[src/rtl/ula_ctrl_seq.sv]
// ---------------------------------------------------------------------------
// ula_ctrl_seq
//
// Registered ALU control decoder with issue and multi-cycle sequencing.
// Turns opcode/funct/opULA into the ALU operation code. A mult/div issue
// pulses a start to the iterative mult/div unit. It also holds the pipeline
// for a fixed number of cycles, and pulses done in the last of those cycles.
//
// Parameters:
//   CTRL_W  - width of controle (>= 5)
//   MUL_LAT - stall cycles for mult/multi (>= 1)
//   DIV_LAT - stall cycles for div/divi (>= 1)
//   CNT_W   - down-counter width, 2^CNT_W >= max(MUL_LAT, DIV_LAT)
//
// Ports:
//   clk        - system clock, rising edge
//   rst_n      - synchronous active-low reset
//   valid_in   - instruction issue strobe
//   opcode     - instruction opcode (6 bits)
//   funct      - R-type function field (6 bits)
//   opULA      - override from the main control unit (2 bits)
//   flush      - abort the current or pending operation
//   controle   - ALU operation code (registered)
//   ctrl_valid - pulse: controle was written by an issue
//   start      - pulse to the mult/div unit
//   stall      - pipeline hold
//   done       - pulse in the last stall cycle
//   illegal    - pulse: the issued encoding is undefined
// ---------------------------------------------------------------------------
module ula_ctrl_seq #(
  parameter int CTRL_W  = 5,
  parameter int MUL_LAT = 4,
  parameter int DIV_LAT = 8,
  parameter int CNT_W   = 4
) (
  input  logic              clk,
  input  logic              rst_n,
  input  logic              valid_in,
  input  logic [5:0]        opcode,
  input  logic [5:0]        funct,
  input  logic [1:0]        opULA,
  input  logic              flush,
  output logic [CTRL_W-1:0] controle,
  output logic              ctrl_valid,
  output logic              start,
  output logic              stall,
  output logic              done,
  output logic              illegal
);

  typedef enum logic {
    S_IDLE,
    S_WAIT
  } stateT;

  // ALU operation codes, zero-extended to CTRL_W when written.
  localparam logic [4:0] C_ADD  = 5'd0;
  localparam logic [4:0] C_SUB  = 5'd1;
  localparam logic [4:0] C_MUL  = 5'd2;
  localparam logic [4:0] C_DIV  = 5'd3;
  localparam logic [4:0] C_AND  = 5'd4;
  localparam logic [4:0] C_OR   = 5'd5;
  localparam logic [4:0] C_NAND = 5'd6;
  localparam logic [4:0] C_NOR  = 5'd7;
  localparam logic [4:0] C_BEQ  = 5'd8;
  localparam logic [4:0] C_BNE  = 5'd9;
  localparam logic [4:0] C_BGT  = 5'd10;
  localparam logic [4:0] C_BLT  = 5'd11;
  localparam logic [4:0] C_SLT  = 5'd12;
  localparam logic [4:0] C_SLE  = 5'd13;
  localparam logic [4:0] C_SGE  = 5'd14;

  // The counter is loaded with LAT-1. Stall then covers LAT cycles, and done
  // lands in the cycle where the counter reads zero.
  localparam logic [CNT_W-1:0] MUL_CNT = CNT_W'(MUL_LAT - 1);
  localparam logic [CNT_W-1:0] DIV_CNT = CNT_W'(DIV_LAT - 1);

  stateT             r_state;
  logic [CNT_W-1:0]  r_cnt;
  logic [CTRL_W-1:0] r_controle;
  logic              r_ctrlValid;
  logic              r_start;
  logic              r_stall;
  logic              r_done;
  logic              r_illegal;

  logic              w_write;
  logic              w_illegal;
  logic [4:0]        w_base;
  logic [CTRL_W-1:0] w_code;
  logic              w_isMulDiv;
  logic              w_isDiv;
  logic [CNT_W-1:0]  w_latCnt;

  // Decode the current instruction fields.
  // Priority is opULA override, then the opcode, then the R-type funct.
  // w_write is cleared for holds: non-ALU opcodes and undefined encodings.
  always_comb begin
    w_write    = 1'b0;
    w_illegal  = 1'b0;
    w_base     = C_ADD;
    w_code     = '0;
    w_isMulDiv = 1'b0;
    w_isDiv    = 1'b0;
    if (opULA != 2'b00) begin
      w_write = 1'b1;
      case (opULA)
        2'b01:   w_code = '0;
        2'b10:   w_code = '1;
        default: w_code = {{(CTRL_W-1){1'b1}}, 1'b0};
      endcase
    end else if (opcode != 6'h00) begin
      w_write = 1'b1;
      case (opcode)
        6'h01: w_base = C_ADD;
        6'h02: w_base = C_SUB;
        6'h03: begin w_base = C_DIV; w_isMulDiv = 1'b1; w_isDiv = 1'b1; end
        6'h04: begin w_base = C_MUL; w_isMulDiv = 1'b1; end
        6'h05: w_base = C_AND;
        6'h06: w_base = C_OR;
        6'h07: w_base = C_NOR;
        6'h08: w_base = C_SLE;
        6'h09: w_base = C_SLT;
        6'h0A: w_base = C_BEQ;
        6'h0B: w_base = C_BNE;
        6'h0C: w_base = C_BLT;
        6'h0D: w_base = C_BGT;
        default: begin
          // 0x0E..0x17 are valid non-ALU opcodes, so they are held silently.
          w_write   = 1'b0;
          w_illegal = (opcode > 6'h17);
        end
      endcase
      w_code = CTRL_W'(w_base);
    end else begin
      w_write = 1'b1;
      case (funct)
        6'h00: w_base = C_ADD;
        6'h01: w_base = C_SUB;
        6'h02: begin w_base = C_MUL; w_isMulDiv = 1'b1; end
        6'h03: begin w_base = C_DIV; w_isMulDiv = 1'b1; w_isDiv = 1'b1; end
        6'h04: w_base = C_AND;
        6'h05: w_base = C_OR;
        6'h06: w_base = C_NAND;
        6'h07: w_base = C_NOR;
        6'h08: w_base = C_SLE;
        6'h09: w_base = C_SLT;
        6'h0A: w_base = C_SGE;
        default: begin
          w_write   = 1'b0;
          w_illegal = 1'b1;
        end
      endcase
      w_code = CTRL_W'(w_base);
    end
  end

  assign w_latCnt = w_isDiv ? DIV_CNT : MUL_CNT;

  // Issue/stall sequencer.
  // IDLE accepts an issue unless flush is high. A mult/div issue goes to WAIT.
  // WAIT counts down and ignores valid_in. It leaves after the zero-count
  // cycle, or at once on flush, and controle is held throughout.
  always_ff @(posedge clk) begin
    if (!rst_n) begin
      r_state     <= S_IDLE;
      r_cnt       <= '0;
      r_controle  <= '0;
      r_ctrlValid <= 1'b0;
      r_start     <= 1'b0;
      r_stall     <= 1'b0;
      r_done      <= 1'b0;
      r_illegal   <= 1'b0;
    end else begin
      r_ctrlValid <= 1'b0;
      r_start     <= 1'b0;
      r_illegal   <= 1'b0;
      case (r_state)
        S_IDLE: begin
          r_stall <= 1'b0;
          r_done  <= 1'b0;
          if (valid_in && !flush) begin
            r_illegal <= w_illegal;
            if (w_write) begin
              r_controle  <= w_code;
              r_ctrlValid <= 1'b1;
            end
            if (w_isMulDiv) begin
              r_start <= 1'b1;
              r_stall <= 1'b1;
              r_cnt   <= w_latCnt;
              // With a latency of 1, done coincides with start.
              r_done  <= (w_latCnt == '0);
              r_state <= S_WAIT;
            end
          end
        end
        S_WAIT: begin
          if (flush || r_cnt == '0) begin
            r_stall <= 1'b0;
            r_done  <= 1'b0;
            r_cnt   <= '0;
            r_state <= S_IDLE;
          end else begin
            r_cnt  <= r_cnt - CNT_W'(1);
            r_done <= (r_cnt == CNT_W'(1));
          end
        end
        default: r_state <= S_IDLE;
      endcase
    end
  end

  assign controle   = r_controle;
  assign ctrl_valid = r_ctrlValid;
  assign start      = r_start;
  assign stall      = r_stall;
  assign done       = r_done;
  assign illegal    = r_illegal;

endmodule

[config.mk]
export PLATFORM = sky130hd
export DESIGN_NAME = ula_ctrl_seq
export DESIGN_NICKNAME = d
export VERILOG_FILES = /design/src/rtl/ula_ctrl_seq.sv
export SDC_FILE = /design/constraint.sdc
export NUM_CORES = 1
export LEC_CHECK = 0
export BUFFER_PORTS_ARGS = -buffer_cell sky130_fd_sc_hd__clkbuf_2
export CAP_MARGIN = 20
export CORE_MARGIN = 4
export CORE_UTILIZATION = 54
export DETAILED_ROUTE_END_ITERATION = 12
export PLACE_DENSITY_LB_ADDON = 0.15
export SLEW_MARGIN = 15
export SYNTH_ARGS = -nofsm -noshare
export SYNTH_HDL_FRONTEND = slang
export SYNTH_SLANG_ARGS = --single-unit
[constraint.sdc]
create_clock -name clk -period 4.7 [get_ports clk]
set_input_delay 0.47 -clock clk [delete_from_list [all_inputs] [get_ports clk]]
set_output_delay 0.47 -clock clk [all_outputs]
set_load 0.02 [all_outputs]
==> results summary, run 1 <==
The run finished with clean final reports. The average routed wire per standard cell came out at 13.2 microns. The total vias in the final route is 982.

The critical path's most frequent cell is sky130_fd_sc_hd__or3_4. The via-per-instance ratio came out at around 5.7. At the pin with the least slew margin, the transition time is 440 ps. The slowest stage of the critical path is the sky130_fd_sc_hd__or3_4 cell. The starting density of the core came out at 57.1%. The clock slew seen by the registers of the worst setup and hold paths came out at 90 ps. Setup repair after global routing left no endpoint under its margin. The final-report max-slew violation count came out at 0.

TritonCTS built the clock tree. The clock net in this run drives a total of 15 sinks. The wire length of the first global-routing pass came out at 3810 microns. The worst hold margin came out at 491 ps. The total power came out at 255 uW. The initial antenna violation count is 0. The number of enable-type register cells in the synthesized netlist is 0.

The via count of the first global-routing pass came to about 910. Synthesis inferred 15 register bits. Walking the worst path, the cells encountered are clkbuf_2 > or3_4 > or3_4 > o41ai_2 > o21a_1 > o21ai_2. The number of post-CTS setup repair buffers is 0.

Of all cell types, the one taking the most synthesized area is sky130_fd_sc_hd__dfxtp_1. CTS placed an instance of sky130_fd_sc_hd__clkbuf_4 at the clock tree root. The number of instances resized during post-cts repair came out at 0.

The cell family with the largest share of critical-path delay is simple AND/OR/NAND/NOR gates. The count of max-cap constraint violations came out at 0. The hold violation total from the final report came out at 0. The design area came out at between 0.001 and 0.0015 sq mm. In the synthesized netlist, the number of instances is around 120. Among all flip-flop cells after synthesis, the most frequent one is sky130_fd_sc_hd__dfxtp_1.

The total length of routed wires came out at 2250 microns. The maximum number of pins on one net before global-route repair is 16. For this design the top-level I/O count stands at 28. The top-area cell type share of the netlist area came out at a little under a third. The die area came out at ~0.0026 sq mm. The critical path data required time came out at 4870 ps.

The yosys synthesis warning count came out at 0. The worst path meets setup with 2950 ps of slack. The type of element capturing the critical path is a flip-flop. The setup skew after layout came out at 0.865 ps. During placement, the flow inserted port buffers numbering 27. The depth of the CTS H-tree is 1. The number of nets in the synthesized netlist is 139. Global routing used 19.1% of the available tracks.

The setup path with the least slack is of type primary input to flip-flop. In this run the worst hold path is classified as flip-flop to flip-flop. Summed over all cells, the static leakage comes to 0.489 nW. The minimum period implied by the final worst setup slack is around 1700 ps. For this run, the number of standard cells in the final layout without fillers is ~170. The number of clock buffers added by TritonCTS is 3. The worst setup path is launched from a primary input. The share of final-layout standard cells stronger than drive strength 1 came out at 28.8%. The share of synthesized flip-flops with an asynchronous set or reset came out at 0%. After legalization and detailed placement, the total HPWL measured 1780 microns. The mean post-synth cell area came out at 8.29 sq um. The number of DRC violations after detailed-routing iteration 0 is 18.

The worst register-to-register path begins at r_state. The logic depth of the worst register-to-register path came out at 4. The die boundary height is 50.7 microns. The total inserted antenna cells is 0. The number of endpoints failing setup at the final stage is 0. Setup slack on the worst reg-to-reg path comes out at between 2000 and 3000 ps. Measured against its own limit, the worst slew margin works out to 70.6%. The die extent in x came out at 50.7 microns. Sorting the synthesized cells by area gives the leading types as sky130_fd_sc_hd__dfxtp_1, sky130_fd_sc_hd__nand2_1, sky130_fd_sc_hd__mux2i_1. The number of buffers and inverters on the critical path is 1. The power per cell area came out at 221 mW/mm^2.

The area growth from synthesis to layout is 17.1%. The number of different library cells in the post-synthesis netlist came out at 43. The maximum resistive drop on vdd is 0.151 mV. The maximum root-to-sink buffer count came out at 2. The critical path starts at opcode[3]. The post-synth design cell area came out at 986 sq um. Ranked by instance count, the synthesized netlist is headed by sky130_fd_sc_hd__dfxtp_1, sky130_fd_sc_hd__nand2_1, sky130_fd_sc_hd__inv_1, sky130_fd_sc_hd__nor2_1.

Once detail routing completed, the nets flagged for antenna violations numbered 0. The number of hold buffers added after CTS was 0. The placed instances occupy a cell area of roughly 0.0011 sq mm. The logic depth of the worst path, buffers included came out at 6.

The core area is 0.00173 sq mm. The floorplan has 15 rows. The highest cell delay on the worst timing path came out at 360 ps. The net count of the finished layout is 167. The number of placed instances with taps included is about 170.

For this run, the detailed router's first-pass iteration total came to 4. The worst-skew pair later-pin latency is between 200 and 300 ps. The final global-route overflow total is 0. Sequential elements use 30.5% of the synthesized area. The final RePlAce weighted congestion came out at 0.809. The share of the core filled with cells in the final layout came out at roughly two thirds.

The worst register-to-register path ends at r_cnt[1]. In this run the worst setup path terminates at r_cnt[2]. The fraction of the cycle the final worst path needs came out at 37.2%. Summed over all failing endpoints, the final setup total negative slack is 0 ps. The top fanout value on the critical path is 10. After detailed routing, the number of remaining DRC violations is 0. The achievable frequency came out at 572 MHz. Prior to clock tree synthesis, the placed netlist has a worst setup slack of between 2000 and 3000 ps. STA puts the critical path data arrival time at 1920 ps.
==> worst min-delay path by stage <==
stage             start        to  slack (ps)  cells past startpoint
3_3_place_gp      stall     stall         460                      2
4_1_cts           stall     stall         480                      2
2_1_floorplan  r_cnt[3]  r_cnt[3]         450                      1
3_5_place_dp      stall     stall         470                      2
6_report          stall     stall         490                      2
5_1_grt           stall     stall         500                      2
==> report_power, final <==
group	internal, mW	total, mW	leakage [nW]	switching [mW]
registers	0.130	0.131	0.122	0.00133
clock network	0.0329	0.0729	0.0150	0.0400
logic	0.0205	0.0510	0.353	0.0305
total	0.184	0.255	0.489	0.0719
==> final cells by class <==
class | instances | area [sq um]
timing repair buffer | 27 | 135
multi-input combinational | 94 | 639
clock buffer | 4 | 26.3
sequential | 15 | 300
fill | 172 | 572
tap | 25 | 31.3
inverter | 6 | 22.5
==> flip-flops by register name, indices dropped and copies added, names as in the netlist <==
name	count
controle	5
r_cnt	4
ctrl_valid	1
done	1
illegal	1
r_state	1
stall	1
start	1
==> logic make-up after synthesis <==
kind of cell    after synthesis  share of synthesized area (%)
buf+inv                      10                           4.69
fa+ha+maj                     2                           2.54
compound gates               35                           27.8
flops                        15                           30.5
simple gates                 51                           28.3
mux                           6                           6.22
==> worst min-delay path, delay by kind of cell, from the launching register on <==
kind	cells	cell delay (ps)
flip-flops	1	340
AND/OR/NAND/NOR	2	120
==> layout by cell type, fill, tap and decap left out, types with 3 or more instances in the layout <==
cell,instances
sky130_fd_sc_hd__o21ai_1,3
sky130_fd_sc_hd__dfxtp_1,15
sky130_fd_sc_hd__clkbuf_2,27
sky130_fd_sc_hd__o22ai_1,3
sky130_fd_sc_hd__nor2b_1,3
sky130_fd_sc_hd__a31oi_1,3
sky130_fd_sc_hd__nor3_1,3
sky130_fd_sc_hd__inv_1,6
sky130_fd_sc_hd__mux2i_1,5
sky130_fd_sc_hd__a21oi_1,5
sky130_fd_sc_hd__nand2_1,15
sky130_fd_sc_hd__o21ai_0,5
sky130_fd_sc_hd__clkbuf_4,3
sky130_fd_sc_hd__nand2b_1,5
sky130_fd_sc_hd__nor2_1,6
sky130_fd_sc_hd__nand3_1,5
sky130_fd_sc_hd__or4_1,3
==> per-layer routing <==
metal,global-route usage (%),routed length [microns]
met5,0,0
met3,2.97,130
met2,32.8,1100
met1,23.3,1010
met4,8.52,17
Note: power is estimated with default switching activity, not from simulation.
==> run 2, diff against run 1 <==
- CORE_UTILIZATION: 54 -> 45
- clock period: 4.7 -> 1.4 ns (I/O delays scaled with it)
==> results summary, run 2 (same netlist as run 1, synthesis figures left out) <==
The logic depth of the worst register-to-register path is 4 (unchanged). The achievable frequency came out at ~700 MHz. The total length of routed wires is 2650 microns (+17%). The worst-skew pair later-pin latency is 280 ps (about the same). The number of hold buffers added after CTS was 0 (unchanged). The top fanout value on the critical path is 4 (-6).

The area growth from synthesis to layout came out at 36.9%. The power per cell area came out at 669 mW/mm^2 (+200%). The leading cell type in the layout, fill and taps excluded is sky130_fd_sc_hd__clkbuf_2. The number of endpoints failing setup at the final stage is 4 (+4). The core area was 0.00202 sq mm (+17%). The number of placed I/O pins came out at 28 (unchanged). The worst slew margin relative to its limit is 62.3% (-8.4 points).

The hold violation total from the final report was 0 (unchanged). The slew at the pin with the worst max-slew slack came out at 565 ps (+125 ps). The arrival time at the worst endpoint is 1660 ps (-260 ps). The clock slew seen by the registers of the worst setup and hold paths came to 90 ps (about the same).

The count of nets left with antenna violations after detail routing is 0 (unchanged). The total inserted antenna cells came out at 0 (unchanged). The worst slack after detailed placement is -237 ps (-2890 ps). The placed wire-length estimate came out at 2090 microns (+18%). The detailed-route DRC error count came out at 0 (unchanged). The die extent in x came out at 54.8 microns (+8.0%). The post-route worst setup slack came out at -28.4 ps (-2980 ps).

The final RePlAce weighted congestion came to 0.786 (-2.9%). The initial antenna violation count came out at 0 (unchanged). The average routed wire per standard cell came out at 13.9 microns (+5.2%). The critical path data required time came out at 1630 ps (-3240 ps). The depth of the CTS H-tree came out at 1 (unchanged). The net count of the finished layout is 185 (+11%). The count of max-cap constraint violations is 0 (unchanged). The startpoint class of the critical path is a flip-flop. The number of cells on the worst hold path is 3 (+1). The share of final-layout standard cells stronger than drive strength 1 came out at 42.1% (+13 points).

The number of iterations in the first detailed-routing pass came out at 4 (unchanged). The starting density of the core came out at 48.8% (-8.3 points). The number of input and output port buffers inserted is 27 (unchanged). The startpoint of the worst register-to-register path is r_state. The final-report max-slew violation count was 0 (unchanged). The via count of the first global-routing pass is 1014 (+11%). The source of the worst hold timing path is opULA[1].

TritonCTS built the clock tree. The aggregate global-route resource usage came out at 19.8% (+0.64 points). The maximum root-to-sink buffer count is 2 (unchanged). The total vias in the final route came out at 1066 (+8.6%).

The final non-filler cell total was 191 (+12%). The flop-to-flop setup slack came out at -30 ps (-2990 ps). The number of DRC violations after detailed-routing iteration 0 came out at 26 (+8). The maximum number of pins on one net before global-route repair came out at 15 (-1). The run finished, with violations left. The checks that failed: setup timing. The worst hold path terminates at controle[2]. The clock root buffer master is sky130_fd_sc_hd__clkbuf_4.

The number of flip-flops in the largest register came out at 5 (unchanged). The die boundary height was 54.8 microns (+8.0%). Setup repair after global routing could not meet its margin everywhere. The TritonCTS sink count was 15 (unchanged).

The share of the core filled with cells in the final layout came out at 66.8% (-0.11 points). The critical register-to-register path endpoint is r_cnt[1]. The critical path is of the flip-flop to flip-flop type. The fraction of the cycle the final worst path needs came out at 102%.

The die area is 0.00300 sq mm (+17%). The number of placement rows came out at 16 (+1). The total leakage power came out at 0.586 nW (+20%). The wire length of the first global-routing pass was 4370 microns (+15%). The final global-route overflow total is 0 (unchanged). The total CTS buffers is 3 (unchanged). The maximum resistive drop on vdd is 0.588 mV (+290%).

Subtracting the final worst setup slack from the clock period gives 1430 ps. In the layout the commonest cells are sky130_fd_sc_hd__clkbuf_2, sky130_fd_sc_hd__buf_4, sky130_fd_sc_hd__nand2_1, sky130_fd_sc_hd__dfxtp_1. The number of placed instances with taps included is 185 (+11%). The tightest min-delay check is of the primary input to flip-flop type. The setup skew after layout is 1.61 ps (+0.742 ps).

The worst setup path is captured at a flip-flop. The via-per-instance ratio is 5.58 (-2.8%).
run 2: where the power goes:
group          switching [mW]  leakage [nW]  internal, mW  total (mW)
Clock                   0.136        0.0177         0.106       0.242
Combinational           0.121         0.446        0.0984       0.219
Sequential            0.00474         0.122         0.437       0.442
Total                   0.262         0.586         0.641       0.903
run 2: area by class of cell:
class / count / area, sq um
fillers: 177 / 672
flip-flops and latches: 15 / 302
well taps: 27 / 33.8
clock inverters: 1 / 5.00
repair buffers: 44 / 263
multi-input cells: 95 / 702
clock buffers: 3 / 22.5
inverters: 6 / 22.5
run 2: worst max-delay path, stage by stage (launching register included):
cell	delay, ps
sky130_fd_sc_hd__dfxtp_2	340
sky130_fd_sc_hd__nor3b_4	250
sky130_fd_sc_hd__nand4_1	160
sky130_fd_sc_hd__or4_4	540
sky130_fd_sc_hd__nand2_1	90
run 2: worst max-delay path by stage:
stage / start / endpoint / slack, ps / depth (start not counted)
4_1_cts: r_state / r_cnt[1] / 10 / 4
6_report: r_state / r_cnt[1] / -30 / 4
3_3_place_gp: opcode[5] / r_cnt[2] / -190 / 6
3_5_place_dp: opcode[5] / r_cnt[2] / -240 / 6
5_1_grt: r_state / r_cnt[1] / -90 / 4
2_1_floorplan: opcode[3] / r_cnt[2] / -130 / 6
run 2: stage by stage:
stage	instance area [sq um]	setup TNS, ps	hold WS, ps	power (mW)
4_1_cts	1310	0	223	0.903
5_1_grt	1350	-598	246	0.953
3_3_place_gp	1270	-1510	444	0.652
3_5_place_dp	1270	-1760	448	0.658
2_1_floorplan	1010	-166	282	0.563
6_report	1350	-60.7	232	0.903
run 2: routing by layer:
layer	vias to the layer above	track usage, %	wire (microns)	share of wire, %
met5	-	0	0	0
li1	535	-	-	-
met3	0	4.36	124	4.7
met4	0	2.49	0	0
met1	507	24.1	1110	42
met2	24	35.8	1410	53
run 2: timing repair:
item,in CTS,in global routing
resized for setup,2,6
pin swaps,0,3
hold endpoints to repair,0,0
buffers inserted,0,1
gates cloned,0,1
setup endpoints to repair,5,8
